File: config.mk
export PLATFORM = sky130hd
export DESIGN_NAME = lfsr_descramble
export DESIGN_NICKNAME = d
export VERILOG_FILES = /design/src/rtl/lfsr_descramble.sv
export SDC_FILE = /design/constraint.sdc
export NUM_CORES = 1
export LEC_CHECK = 0
export BUFFER_PORTS_ARGS = -buffer_cell sky130_fd_sc_hd__buf_2
export CORE_MARGIN = 1
export CORE_UTILIZATION = 55
export CTS_BUF_LIST = sky130_fd_sc_hd__clkbuf_4 sky130_fd_sc_hd__clkbuf_8 sky130_fd_sc_hd__clkbuf_16
export CTS_CLUSTER_DIAMETER = 120
export CTS_CLUSTER_SIZE = 25
export DETAILED_ROUTE_END_ITERATION = 7
export GPL_TIMING_DRIVEN = 0
export PLACE_DENSITY = 0.81
export SLEW_MARGIN = 10
export SYNTH_ARGS = -nofsm -noshare
export SYNTH_HDL_FRONTEND = slang
export SYNTH_SLANG_ARGS = --single-unit
export TNS_END_PERCENT = 50
File: constraint.sdc
create_clock -name clk -period 2.5 [get_ports clk]
set_input_delay 0.5 -clock clk [delete_from_list [all_inputs] [get_ports clk]]
set_output_delay 0.5 -clock clk [all_outputs]
set_load 0.02 [all_outputs]
File: src/rtl/lfsr_descramble.sv
// Self-synchronising (multiplicative) LFSR descrambler with fill/lock tracking.
// Received scrambled bits are fed forward into the state, so no seed alignment is needed.
module lfsr_descramble #(
    parameter int unsigned           LFSR_WIDTH  = 58,
    parameter logic [LFSR_WIDTH-1:0] LFSR_POLY   = 58'h8000000001,
    parameter logic [LFSR_WIDTH-1:0] LFSR_INIT   = {LFSR_WIDTH{1'b1}},
    parameter string                 LFSR_CONFIG = "FIBONACCI",
    parameter bit                    REVERSE     = 1'b1,
    parameter int unsigned           DATA_WIDTH  = 64,
    parameter string                 STYLE       = "AUTO"
) (
    input  logic                  clk,
    input  logic                  rst,
    input  logic [DATA_WIDTH-1:0] data_in,
    input  logic                  data_in_valid,
    input  logic                  resync,
    output logic [DATA_WIDTH-1:0] data_out,
    output logic                  data_out_valid,
    output logic                  data_out_locked,
    output logic                  locked
);

    localparam int unsigned FILL_WORDS = (LFSR_WIDTH + DATA_WIDTH - 1) / DATA_WIDTH;
    localparam int unsigned CNT_W      = $clog2(FILL_WORDS + 1);
    localparam logic [CNT_W-1:0] FILL_LAST = CNT_W'(FILL_WORDS - 1);
    localparam bit IS_GALOIS     = (LFSR_CONFIG == "GALOIS");
    // The closed-form tap reduction only exists for the Fibonacci form.
    localparam bit USE_REDUCTION = !IS_GALOIS && (STYLE != "LOOP");

    typedef enum logic [0:0] {StFill, StRun} fsm_e;

    fsm_e                  fsm_q;
    logic [CNT_W-1:0]      fill_cnt_q;
    logic [LFSR_WIDTH-1:0] state_q;
    logic [LFSR_WIDTH-1:0] lfsr_state;
    logic [DATA_WIDTH-1:0] lfsr_out;

    // Maps time order (0 = first bit on the line) to the word bit index.
    function automatic int unsigned line_idx(int unsigned t);
        return REVERSE ? t : DATA_WIDTH - 1 - t;
    endfunction

    if (USE_REDUCTION) begin : g_reduction
        // Received stream in time order: LFSR_WIDTH previous bits, then this word.
        logic [LFSR_WIDTH+DATA_WIDTH-1:0] hist;

        always_comb begin
            hist = '0;
            for (int m = 0; m < LFSR_WIDTH; m++) begin
                hist[m] = state_q[LFSR_WIDTH-1-m];
            end
            for (int t = 0; t < DATA_WIDTH; t++) begin
                hist[LFSR_WIDTH+t] = data_in[line_idx(t)];
            end
        end

        always_comb begin
            logic acc;
            acc        = 1'b0;
            lfsr_out   = '0;
            lfsr_state = '0;
            for (int t = 0; t < DATA_WIDTH; t++) begin
                acc = hist[LFSR_WIDTH+t] ^ hist[t];
                for (int j = 1; j < LFSR_WIDTH; j++) begin
                    if (LFSR_POLY[j]) acc = acc ^ hist[LFSR_WIDTH+t-j];
                end
                lfsr_out[line_idx(t)] = acc;
            end
            for (int k = 0; k < LFSR_WIDTH; k++) begin
                lfsr_state[k] = hist[LFSR_WIDTH+DATA_WIDTH-1-k];
            end
        end
    end else begin : g_loop
        always_comb begin
            logic [LFSR_WIDTH-1:0] s;
            logic                  d;
            logic                  fb;
            s        = state_q;
            d        = 1'b0;
            fb       = 1'b0;
            lfsr_out = '0;
            for (int t = 0; t < DATA_WIDTH; t++) begin
                d = data_in[line_idx(t)];
                if (IS_GALOIS) begin
                    lfsr_out[line_idx(t)] = d ^ s[LFSR_WIDTH-1];
                    s = {s[LFSR_WIDTH-2:0], d};
                    for (int j = 1; j < LFSR_WIDTH; j++) begin
                        if (LFSR_POLY[j]) s[j] = s[j] ^ d;
                    end
                end else begin
                    fb = s[LFSR_WIDTH-1];
                    for (int j = 1; j < LFSR_WIDTH; j++) begin
                        if (LFSR_POLY[j]) fb = fb ^ s[j-1];
                    end
                    lfsr_out[line_idx(t)] = d ^ fb;
                    s = {s[LFSR_WIDTH-2:0], d};
                end
            end
            lfsr_state = s;
        end
    end

    always_ff @(posedge clk) begin
        if (rst) begin
            state_q         <= LFSR_INIT;
            fill_cnt_q      <= '0;
            fsm_q           <= StFill;
            data_out        <= '0;
            data_out_valid  <= 1'b0;
            data_out_locked <= 1'b0;
            locked          <= 1'b0;
        end else if (resync) begin
            // Any word arriving with resync is dropped; data_out keeps its last value.
            state_q         <= LFSR_INIT;
            fill_cnt_q      <= '0;
            fsm_q           <= StFill;
            data_out_valid  <= 1'b0;
            data_out_locked <= 1'b0;
            locked          <= 1'b0;
        end else begin
            data_out_valid  <= data_in_valid;
            data_out_locked <= data_in_valid && (fsm_q == StRun);
            if (data_in_valid) begin
                state_q  <= lfsr_state;
                data_out <= lfsr_out;
                if (fsm_q == StFill) begin
                    if (fill_cnt_q == FILL_LAST) begin
                        fsm_q  <= StRun;
                        locked <= 1'b1;
                    end else begin
                        fill_cnt_q <= fill_cnt_q + CNT_W'(1);
                    end
                end
            end
        end
    end

endmodule

==> flow_summary_export.csv, run 1 <==
group,metric,value,unit
clock_network,cts_tree,"done",
synthesis,synthSimpleGateAreaFrac,0.0430,
global_routing,antenna_found_initial,0,
synthesis,yosysWarnings,0,
timing,rsz0062_at_grt,"false",
layout,post_route_cells_drive_above_1_share,0.281,
clock_network,path_clk_slew,0.06,ns
setup_path,arrival,1.08,ns
layout,syn2layout_area_growth,23.9,%
layout,diodes,0,
die,die_area,0.0109,sq mm
power_and_ir_drop,ir_drop,0.397,mV
global_routing,gr-total-overflow,0,
routing,finalWirelength,16.5,mm
routing,antenna_left,0,
die,row_count,37,
synthesis,yosysSeqAreaShare,0.436,
clock_network,cts_buffers,17,
setup_path,path_class,"reg -> out",
layout,final_cell_mix,"buf_2, dfxtp_1, inv_1, xnor3_1, o32ai_1",
timing,period_share,0.632,
routing,drc,0,
synthesis,avgSynthCellArea,12.2,sq um
power_and_ir_drop,total_power,5.24,mW
layout,nNetsFinal,696,
placement,post-dp-hpwl,11.1,mm
placement,portBuffers,133,
timing,period_minus_slack,1.58,ns
synthesis,synth_compound_area_frac,0.0994,
synthesis,synthXorXnorAreaFrac,0.249,
timing,slew-limit-headroom,0.515,
worst_hold_path,min_path_type,"in -> reg",
synthesis,synth_cells,476,
routing,viasPerCell,5.71,
die,die_x,105,microns
global_routing,grtUsageTotal,0.311,
power_and_ir_drop,cellLeakagePower,3.74,nW
routing,drtIter0Drc,313,
layout,final_common_cell,"buf_2",
synthesis,synth_cell_type_count,16,
die,fp.dieH,105,microns
timing,worstMarginPinSlew,0.727,ns
timing,skew,0.00958,ns
setup_path,crit_fanout,2,
routing,first_pass_iters,5,
setup_path,end_kind,"primary output",
global_routing,grt_pass1_wl,25.0,mm
setup_path,critPathSlowestCell,"dfxtp_1",
outcome,outcome,"finished clean",
timing,maxSlewViolCount,0,
synthesis,syn_area,0.00579,sq mm
clock_network,h-tree-depth,4,
die,core-area,0.0103,sq mm
setup_path,critPathRequiredTime,2.00,ns
synthesis,synthAdderAreaFrac,0,
synthesis,syn_nets,544,
clock_network,cts.sinks,126,
synthesis,synth_seq_cells,126,
run,drv_cap,0,
setup_path,cp_top_family,"flip-flops",
timing,hold_viol_final,0,
setup_path,critPathBufInv,1,
power_and_ir_drop,power.density,730,mW/mm^2
setup_path,max_stage_delay,0.38,ns
clock_network,ctsResizeCount,0,
global_routing,grt_max_degree,17,
timing,max_freq,633,MHz
clock_network,root_buffer,"clkbuf_8",
global_routing,grt_pass1_vias,4500,
setup_path,timing.critical_path.cells,"buf_2",
clock_network,clk_path_buf_depth,2,
timing,setup_viol,0,
synthesis,synth_top_family_by_area,"XOR/XNOR gates",
setup_path,critPathLaunchType,"register",
die,num_io_pins,135,
routing,route.vias.total,4440,
die,initial_core_util,0.563,
clock_network,postCtsHoldBufs,0,
clock_network,postCtsSetupRepairBufs,0,
routing,wl_per_cell,21.2,microns
synthesis,synthMuxAreaShare,0.100,
timing,fin_tns_setup,0,ns
clock_network,clk_latency,0.52,ns
placement,gp_congestion,0.854,
worst register-to-register path: stages, from the launching register on:
cell and delay [ns]:
dfxtp_1 0.42, xnor3_1 0.50, o32ai_1 0.13
sequential cells by signal, indices dropped and copies added (netlist names):
name and cells:
data_out 64, data_out_locked 1, data_out_valid 1, fsm_q 1, locked 1, state_q 58
cell usage after synthesis:
library cell	number	area share
and3_1	1	0.0011
dfxtp_1	126	0.44
nor2b_1	2	0.0022
nor2_1	1	0.00065
or3b_1	1	0.0015
o32ai_1	64	0.097
nand2_1	58	0.038
buf_6	5	0.0097
xnor3_1	64	0.25
inv_1	64	0.041
buf_2	9	0.0078
buf_1	10	0.0065
o21a_1	2	0.0026
mux2i_1	58	0.10
inv_2	1	0.00065
clkbuf_1	10	0.0065
stage by stage:
stage           util  setup WS, ns  instance area (sq um)  std cells  hold slack, ns
6_report       0.698         0.921                   7170        777           0.217
5_1_grt        0.698         0.904                   7170        777           0.211
4_1_cts        0.698         0.933                   7170        777           0.211
3_5_place_dp   0.645         0.532                   6630        745           0.453
3_3_place_gp   0.645         0.627                   6630        745           0.442
2_1_floorplan      -         0.999                   5790        476           0.442
cells by family after synthesis:
| group | count (synthesis) |
|---|---|
| xor gates and xnor gates | 64 |
| AOI/OAI and AO/OA | 66 |
| and+or+nand+nor | 63 |
| buffers and inverters | 99 |
| muxes | 58 |
| DFF | 126 |
path summary, 6_finish.rpt:
kind | slack, ns | start | depth (start not counted) | end
worst min-delay path | 0.22 | data_in[61] | 3 | state_q[2]
worst max register to register | 1.36 | state_q[34] | 2 | data_out[4]
worst min register to register | 0.46 | locked | 1 | locked
worst max-delay path | 0.92 | data_out[20] | 1 | data_out[20]
layer usage:
layer | part of all wire | vias up | wire [microns] | track usage
met5 | 0 | - | 0 | 0
li1 | - | 1982 | - | -
met3 | 0.079 | 45 | 1310 | 0.0705
met1 | 0.40 | 2171 | 6550 | 0.395
met2 | 0.49 | 242 | 8150 | 0.513
met4 | 0.029 | 0 | 486 | 0.133
report_power, final:
group	internal (mW)	leakage [nW]	total [mW]	switching [mW]
clock	1.43	0.280	2.28	0.855
sequential	2.11	1.03	2.18	0.0720
combinational	0.375	2.43	0.773	0.398
layout make-up:
| type | instances | area (sq um) |
|---|---|---|
| well taps | 136 | 170 |
| inverters | 65 | 244 |
| clock buffers | 25 | 487 |
| multi-input cells | 251 | 2850 |
| clock inverters | 7 | 62.6 |
| fillers | 747 | 3100 |
| flip-flops and latches | 126 | 2520 |
| repair buffers | 133 | 666 |
| plain buffers | 34 | 176 |
Power figures use the tool's default switching activity.
==> inputs of run 2 (changes only) <==
- CORE_UTILIZATION: 55 -> 54
- PLACE_DENSITY: 0.81 -> 0.8
- clock period: 2.5 -> 1.5 ns (I/O delays scaled with it)
==> run 2 against run 1 <==
Net effect:
- core utilization fell by 0.84 points
- non-clock buffer count did not move
- die area rose by 1.8%
- sequential power rose by 67%
- clock power rose by 63%
- total power rose by 65%
- worst setup slack got worse by 0.82 ns
- critical endpoint unchanged
- highest routed layer unchanged
==> flow_summary_export.csv, run 2 (synthesized netlist as in run 1, its figures left out) <==
group,metric,value,unit
outcome,outcome,"finished clean",
timing,skew,0.00738,ns
layout,final_cell_count_no_fill,775,
placement,placed_cells,745,
power_and_ir_drop,power.density,1210,mW/mm^2
global_routing,grt_pass1_vias,4525,
setup_path,r2r-end,"data_out[4]",
layout,diodes,0,
clock_network,postCtsHoldBufs,0,
routing,drc,0,
layout,largest_reg_flops,64,
die,core-area,0.0104,sq mm
setup_path,crit_fanout,2,
timing,worstMarginPinSlew,0.750,ns
routing,finalWirelength,16.6,mm
timing,period_share,0.933,
layout,fin_area,0.00715,sq mm
setup_path,rrSetupSlack,0.34,ns
routing,drtIter0Drc,351,
global_routing,grt_pass1_wl,24.7,mm
setup_path,crit_path_start,"data_out[20]",
die,die_area,0.0111,sq mm
routing,antenna_left,0,
timing,fin_tns_setup,0,ns
timing,rsz0062_at_grt,"false",
setup_path,r2r_cells,2,
layout,syn2layout_area_growth,23.5,%
timing,hold_viol_final,0,
setup_path,worstSetupEndpoint,"data_out[20]",
die,fp.dieH,106,microns
worst_hold_path,min_path_cells,3,
power_and_ir_drop,ir_drop,0.568,mV
routing,viasPerCell,5.77,
setup_path,critPathBufInv,1,
layout,final_cell_mix,"buf_2, dfxtp_1, inv_1, xnor3_1, o32ai_1",
layout,nNetsFinal,696,
global_routing,grtUsageTotal,0.308,
die,initial_core_util,0.558,
layout,biggestRegsByFlops,"data_out (64), state_q (58)",
clock_network,clk_latency,0.53,ns
setup_path,arrival,1.10,ns
run,drv_cap,0,
global_routing,grt_max_degree,17,
setup_path,r2r_start,"state_q[34]",
setup_path,path_class,"reg -> out",
routing,route.vias.total,4472,
clock_network,clk_path_buf_depth,2,
clock_network,ctsResizeCount,0,
setup_path,critPathLaunchType,"register",
clock_network,cts_tree,"done",
global_routing,gr-total-overflow,0,
power_and_ir_drop,cellLeakagePower,3.74,nW
timing,whs,0.00729,ns
routing,first_pass_iters,5,
clock_network,h-tree-depth,4,
worst_hold_path,min_path_type,"in -> reg",
clock_network,postCtsSetupRepairBufs,0,
clock_network,cts.sinks,126,
die,row_count,37,
layout,fillers,747,
die,die_x,106,microns
placement,gp_congestion,0.845,
timing,setup_viol,0,
layout,post_route_cells_drive_above_1_share,0.279,
placement,post-dp-hpwl,11.5,mm
timing,maxSlewViolCount,0,
placement,portBuffers,133,
clock_network,cts_buffers,17,
setup_path,end_kind,"primary output",
routing,wl_per_cell,21.4,microns
layout,final_common_cell,"buf_2",
setup_path,cp_top_family,"flip-flops",
clock_network,path_clk_slew,0.06,ns
setup_path,timing.critical_path.cells,"buf_2",
timing,period_minus_slack,1.40,ns
timing,slew-limit-headroom,0.500,
setup_path,cp.depth,1,
layout,top_register,"data_out",
setup_path,critPathSlowestCell,"dfxtp_1",
placement,dpl_cell_area,0.00663,sq mm
timing,max_freq,715,MHz
setup_path,max_stage_delay,0.38,ns
setup_path,critPathRequiredTime,1.20,ns
clock_network,root_buffer,"clkbuf_8",
global_routing,antenna_found_initial,0,
die,num_io_pins,135,
[run 2: worst min-delay path by stage]
stage / start / endpoint / slack (ns)
3_5_place_dp: locked / locked / 0.45
6_report: data_in[61] / state_q[2] / 0.007
3_3_place_gp: locked / locked / 0.44
4_1_cts: data_in[61] / state_q[2] / 0.008
2_1_floorplan: data_in[14] / state_q[49] / 0.43
5_1_grt: data_in[61] / state_q[2] / 0.004
[run 2: report_power, final]
part,switching [mW],total (mW),internal (mW)
clock,1.45,3.72,2.27
sequential,0.116,3.63,3.52
combinational,0.670,1.29,0.625
[run 2: final cells by class]
type                       instances  area [sq um]  area share
buffer                            34           176      0.0247
clock buffer                      21           457      0.0639
clock inverter                     9          70.1     0.00980
inverter                          65           244      0.0341
multi-input combinational        251          2850       0.398
sequential                       126          2520       0.353
tap                              136           170      0.0238
timing repair buffer             133           666      0.0931
[run 2: routing by layer]
layer | routed length (microns) | global-route usage
met1 | 6450 | 0.371
met5 | 0 | 0
met2 | 8260 | 0.523
met3 | 1420 | 0.0829
met4 | 450 | 0.126
[run 2: per-stage QoR]
stage	utilization	worst slack (ns)	total power, mW
floorplan	-	0.199	4.51
global placement	0.639	-0.240	4.93
detailed placement	0.639	-0.317	4.97
CTS	0.690	0.0993	8.61
global route	0.690	0.0866	8.86
finish	0.690	0.100	8.65
